--- config.mk ---
export PLATFORM = sky130hd
export DESIGN_NAME = servo_pulse_decoder
export DESIGN_NICKNAME = d
export VERILOG_FILES = /design/src/rtl/servo_pulse_decoder.sv
export SDC_FILE = /design/constraint.sdc
export NUM_CORES = 1
export LEC_CHECK = 0
export ABC_AREA = 0
export CORE_MARGIN = 8
export CORE_UTILIZATION = 64
export CTS_BUF_LIST = sky130_fd_sc_hd__clkbuf_4
export DETAILED_ROUTE_END_ITERATION = 8
export GPL_TIMING_DRIVEN = 0
export PLACE_DENSITY = 0.82
export SYNTH_ARGS = -nofsm -noshare
export SYNTH_HDL_FRONTEND = slang
export SYNTH_SLANG_ARGS = --single-unit
--- constraint.sdc ---
create_clock -name CLK -period 3 [get_ports CLK]
set_input_delay 0.6 -clock CLK [delete_from_list [all_inputs] [get_ports CLK]]
set_output_delay 0.6 -clock CLK [all_outputs]
set_load 0.1 [all_outputs]
--- src/rtl/servo_pulse_decoder.sv ---
// Servo PWM high-time decoder: measures each pulse and converts it to a 0..MAX_STEPS position code.
// Optional build macro SERVO_DECODE_FILTER_EN adds a 3-cycle stability filter after the synchronizer.
module servo_pulse_decoder #(
  parameter int unsigned MIN_CNT       = 100000,
  parameter int unsigned STEP_CNT      = 555,
  parameter int unsigned MAX_STEPS     = 180,
  parameter int unsigned GLITCH_CNT    = 50000,
  parameter int unsigned MAX_PULSE_CNT = 250000,
  parameter int unsigned TIMEOUT_CNT   = 6000000
) (
  input  logic       CLK,
  input  logic       RST_N,
  input  logic       PWM_IN,
  output logic [7:0] POSITION,
  output logic       VALID,
  output logic       LOCKED,
  output logic       ERR
);

  localparam int unsigned WW = ($clog2(MAX_PULSE_CNT + 3) > 18) ? $clog2(MAX_PULSE_CNT + 3) : 18;
  localparam int unsigned TW = 23;
  localparam int unsigned IW = $clog2(MAX_STEPS + 1);

  localparam logic [WW-1:0] ONE_W    = WW'(1);
  localparam logic [WW-1:0] MIN_W    = WW'(MIN_CNT);
  localparam logic [WW-1:0] STEP_W   = WW'(STEP_CNT);
  localparam logic [WW-1:0] GLITCH_W = WW'(GLITCH_CNT);
  localparam logic [WW-1:0] MAXP_W   = WW'(MAX_PULSE_CNT);
  localparam logic [WW-1:0] WSAT_W   = WW'(MAX_PULSE_CNT + 1);
  localparam logic [TW-1:0] TO_W     = TW'(TIMEOUT_CNT);
  localparam logic [7:0]    MAXS_Q   = 8'(MAX_STEPS);
  localparam logic [IW-1:0] LAST_IT  = IW'(MAX_STEPS - 1);

  typedef enum logic [1:0] {WAIT_LOW, WAIT_RISE, HIGH} cap_state_t;
  typedef enum logic [1:0] {CV_IDLE, CV_RUN, CV_DONE} cv_state_t;

  logic          sync1, sync2, pwm_s, pwm_d;
  logic          rise, fall;
  logic [2:0]    prime_cnt;
  logic          primed;
  cap_state_t    cap_state;
  logic [WW-1:0] width_cnt, width_meas, rem_init;
  logic          fall_judge, width_bad, start, discard, width_err, done, timeout_hit;
  cv_state_t     cv_state;
  logic [WW-1:0] rem;
  logic [7:0]    quot;
  logic [IW-1:0] iter;
  logic [TW-1:0] tcnt;

  always_ff @(posedge CLK or negedge RST_N) begin
    if (!RST_N) begin
      sync1 <= 1'b0;
      sync2 <= 1'b0;
    end else begin
      sync1 <= PWM_IN;
      sync2 <= sync1;
    end
  end

`ifdef SERVO_DECODE_FILTER_EN
  localparam int unsigned PRIME_CYC = 6;
  logic       pwm_f;
  logic [1:0] stab_cnt;

  always_ff @(posedge CLK or negedge RST_N) begin
    if (!RST_N) begin
      pwm_f    <= 1'b0;
      stab_cnt <= '0;
    end else if (sync2 == pwm_f) begin
      stab_cnt <= '0;
    end else if (stab_cnt == 2'd2) begin
      pwm_f    <= sync2;
      stab_cnt <= '0;
    end else begin
      stab_cnt <= stab_cnt + 2'd1;
    end
  end

  assign pwm_s = pwm_f;
`else
  localparam int unsigned PRIME_CYC = 3;
  assign pwm_s = sync2;
`endif

  // The conditioning pipeline resets to 0, so pwm_s is only trusted once it has
  // been refilled from the pin; otherwise a line already high at release would
  // look like a fresh rise and a partial pulse would be measured.
  always_ff @(posedge CLK or negedge RST_N) begin
    if (!RST_N) begin
      prime_cnt <= '0;
      pwm_d     <= 1'b0;
    end else begin
      pwm_d <= pwm_s;
      if (!primed) prime_cnt <= prime_cnt + 3'd1;
    end
  end

  assign primed = (prime_cnt == 3'(PRIME_CYC));
  assign rise   = pwm_s & ~pwm_d;
  assign fall   = ~pwm_s & pwm_d;

  // The counter excludes the rise cycle, so the fall cycle adds it back.
  assign width_meas  = width_cnt + ONE_W;
  assign width_bad   = (width_meas < GLITCH_W) || (width_meas > MAXP_W);
  assign rem_init    = (width_meas < MIN_W) ? '0 : (width_meas - MIN_W);
  assign fall_judge  = (cap_state == HIGH) && fall;
  assign start       = fall_judge && !width_bad && (cv_state == CV_IDLE);
  assign discard     = fall_judge && !width_bad && (cv_state != CV_IDLE);
  assign width_err   = fall_judge && width_bad;
  assign done        = (cv_state == CV_DONE);
  assign timeout_hit = (tcnt == TO_W);

  always_ff @(posedge CLK or negedge RST_N) begin
    if (!RST_N) begin
      cap_state <= WAIT_LOW;
      width_cnt <= '0;
    end else begin
      unique case (cap_state)
        WAIT_LOW:  if (primed && !pwm_s) cap_state <= WAIT_RISE;
        WAIT_RISE: if (rise) begin
          width_cnt <= '0;
          cap_state <= HIGH;
        end
        HIGH: begin
          if (fall) cap_state <= WAIT_RISE;
          else if (width_cnt != WSAT_W) width_cnt <= width_cnt + ONE_W;
        end
        default: cap_state <= WAIT_LOW;
      endcase
    end
  end

  always_ff @(posedge CLK or negedge RST_N) begin
    if (!RST_N) begin
      cv_state <= CV_IDLE;
      rem      <= '0;
      quot     <= '0;
      iter     <= '0;
    end else begin
      unique case (cv_state)
        CV_IDLE: if (start) begin
          rem      <= rem_init;
          quot     <= '0;
          iter     <= '0;
          cv_state <= CV_RUN;
        end
        CV_RUN: begin
          if ((rem >= STEP_W) && (quot < MAXS_Q)) begin
            rem  <= rem - STEP_W;
            quot <= quot + 8'd1;
          end
          if (iter == LAST_IT) cv_state <= CV_DONE;
          else iter <= iter + IW'(1);
        end
        CV_DONE: cv_state <= CV_IDLE;
        default: cv_state <= CV_IDLE;
      endcase
    end
  end

  always_ff @(posedge CLK or negedge RST_N) begin
    if (!RST_N) begin
      tcnt <= '0;
    end else if (rise) begin
      tcnt <= '0;
    end else if (!timeout_hit) begin
      tcnt <= tcnt + TW'(1);
    end
  end

  always_ff @(posedge CLK or negedge RST_N) begin
    if (!RST_N) begin
      POSITION <= '0;
      VALID    <= 1'b0;
      LOCKED   <= 1'b0;
      ERR      <= 1'b0;
    end else begin
      VALID <= done;
      ERR   <= width_err || discard;
      if (done) POSITION <= quot;
      // Any error coinciding with a completion keeps the completion from locking.
      if (width_err || timeout_hit) LOCKED <= 1'b0;
      else if (done && !discard)    LOCKED <= 1'b1;
    end
  end

endmodule

==> flow_summary.yaml <==
die:
  die_y_um: 109.6
  initial_utilization: 0.6522
  io_pins: 14
  rows: 34
  dieArea_mm2: 0.01201
  core_area_mm2: 0.008593
  die_w_um: 109.6
logic_synthesis:
  yosys_warnings: 0
  syn_inst: 636
  ys_seq_area_frac: 0.4287
  syn_area_mm2: 0.005604
  yosysTopAreaCellShare: 0.4287
  syn_area_per_cell_um2: 8.812
  async_flop_share: 1.000
  syn_nets: 649
  synth_area_leaders: "dfrtp_1 (43%), o21ai_0 (5.6%), nor2_1 (5.1%)"
  synth_edf_count: 0
  synth_area_leader_cell: "dfrtp_1"
  synth-seq-cells: 96
  synth.distinct_cells: 62
  synth-main-ff-cell: "dfrtp_1"
sta:
  tns_ns: 0
  min_period_ns: 2.916
  rsz0062_at_grt: "true"
  skew_ns: 0.02108
  fin_crit_sh: 0.9720
  slew_headroom: 0.3509
  setup_violations: 0
  hold_slack_ns: 0.004901
  slew_violations: 0
  timing.fmax_mhz: 342.9
  hold_viol: 0
  worst_pin_slew_ns: 0.9707
drt:
  vias: 5083
  drtIter0Drc: 320
  drtPass1Iterations: 5
  viasPerCell: 6.410
  post-route-drc-count: 0
  wl_per_cell_um: 17.80
  wl_um: 14110
  ant_nets: 0
finish:
  multi_input_area_mm2: 0.003253
  diodes: 0
  layout-drive-gt1-share: 0.1562
  layout_commonest_cell: "dfrtp_1"
  fin_util: 0.7602
  syn2layout_area_growth_pct: 16.57
  nets: 693
  final_cell_count_no_fill: 793
  fillers: 619
  final_cell_mix: "dfrtp_1 (94), nor2_1 (74), nand2_1 (54), o21ai_0 (54), buf_4 (27)"
  register_area_mm2: 0.002405
placement:
  place_congestion: 0.9151
  portBuffers: 13
  dp.final_hpwl_um: 9557
  dp_cells: 758
cts:
  tritoncts: "yes"
  cts_htree_levels: 3
  clk_path_buf_depth: 2
  cts-buffers-inserted: 9
  path_clk_slew_ns: 0.16
  clk_latency_ns: 0.47
  cts-hold-fix-buffers: 0
  clock-sinks: 96
  cts_root_buf: "clkbuf_4"
hold_path:
  hp-class: "in -> async"
setup_path:
  cp.required_ns: 3.37
  worstPathMaxFanout: 10
  crit_type: "reg -> reg"
  cp-start-kind: "flip-flop"
  arrival_ns: 3.29
  r2r_setup_slack_ns: 0.08
  endpoint_kind: "flip-flop"
power_and_ir_drop:
  p_leak_nw: 2.802
  power_density_mw_per_mm2: 393.0
  ir_worst_vdd_uv: 381.2
  p_total_w: 0.002567
grt:
  grt_pass1_wl_um: 23510
  grt-ovfl-total: 0
  grt_use_total: 0.2436
  antenna_found_initial: 0
  grt_pass1_vias: 4915
  grt_max_degree: 73
job:
  drv_cap: 0
outcome:
  status: "complete, no violations"
==> Yosys cell counts (7+ instances only) <==
master,n
a21oi_1,26
a22oi_1,9
a31oi_1,9
and3_1,11
buf_2,8
clkbuf_1,21
dfrtp_1,96
ha_1,10
inv_1,11
mux2_2,10
nand2_1,55
nand2b_1,10
nand3_1,26
nand4_1,11
nor2_1,76
nor2b_1,7
nor3_1,19
o21ai_0,63
o21ai_1,17
o31ai_1,13
or3_1,8
xnor2_1,22
xor2_1,19
==> logic make-up after synthesis <==
group                      after synthesis  share of synthesized area
xor gates and xnor gates                41                    0.06408
buffers and inverters                   44                    0.03461
AOI/OAI and AO/OA                      173                     0.1882
muxes                                   14                    0.02724
and+or+nand+nor                        258                     0.2349
DFF                                     96                     0.4287
adders and majority gates               10                    0.02233
==> path summary, 6_finish.rpt <==
| check | end | cells past startpoint | startpoint |
|---|---|---|---|
| max | quot[2]$_DFFE_PN0P_ | 12 | width_cnt[0]$_DFFE_PN0P_ |
| min | iter[3]$_DFFE_PN0P_ | 1 | RST_N |
| max reg2reg | quot[2]$_DFFE_PN0P_ | 12 | width_cnt[0]$_DFFE_PN0P_ |
| min reg2reg | pwm_s$_DFF_PN0_ | 0 | sync1$_DFF_PN0_ |
| max in group asynchronous | width_cnt[0]$_DFFE_PN0P_ | 2 | RST_N |
| min in group CLK | pwm_s$_DFF_PN0_ | 0 | sync1$_DFF_PN0_ |
==> power by group <==
group	internal (W)	switching [W]
combinational	0.000108	0.000179
clock	0.000437	0.000465
sequential	0.00134	0.0000419
==> layout make-up <==
| cell class | instances | share of cell area |
|---|---|---|
| buffer | 32 | 0.02911 |
| clock buffer | 10 | 0.01149 |
| clock inverter | 6 | 0.01762 |
| inverter | 11 | 0.006321 |
| multi-input combinational | 496 | 0.4980 |
| sequential | 96 | 0.3681 |
| tap | 108 | 0.02069 |
| timing repair buffer | 34 | 0.04865 |
==> sequential cells by signal (all words and copies together) (netlist names) <==
| signal | flops |
|---|---|
| tcnt | 23 |
| rem | 18 |
| width_cnt | 18 |
| POSITION | 8 |
| iter | 8 |
| quot | 8 |
| prime_cnt | 3 |
| cap_state | 2 |
| cv_state | 2 |
| ERR | 1 |
| LOCKED | 1 |
| VALID | 1 |
| pwm_d | 1 |
| pwm_s | 1 |
| sync1 | 1 |
==> layer usage <==
layer | vias up | part of all wire | track usage
li1 | 2382 | - | -
met1 | 2502 | 0.43 | 0.3190
met2 | 166 | 0.49 | 0.3997
met3 | 33 | 0.058 | 0.05100
met4 | 0 | 0.019 | 0.06943
met5 | - | 0 | 0
==> worst max-delay path, cell delays in order, from the launching register on <==
cell and delay, ns:
dfrtp_2 0.44, ha_1 0.21, buf_6 0.14, buf_4 0.13, nor4_2 0.35, nor3_2 0.13
nor4b_2 0.32, o21ai_2 0.14, a32oi_4 0.34, a21boi_4 0.16, buf_6 0.19, o21ai_0 0.17
o21ai_0 0.10
==> stage by stage <==
step | area (um2) | setup WS, ns
floorplan | 5604 | 0.2081
global placement | 5869 | -2.207
detailed placement | 5894 | -0.4880
CTS | 6297 | 0.004917
global route | 6533 | -0.07125
finish | 6533 | 0.08392
==> repair_timing <==
item                       CTS  global route
pin swaps                    6             9
gates cloned                 0             0
resized for setup           30            42
setup buffers               10            11
setup endpoints to repair   36            43
No activity file was read; power rests on OpenSTA's default activity.
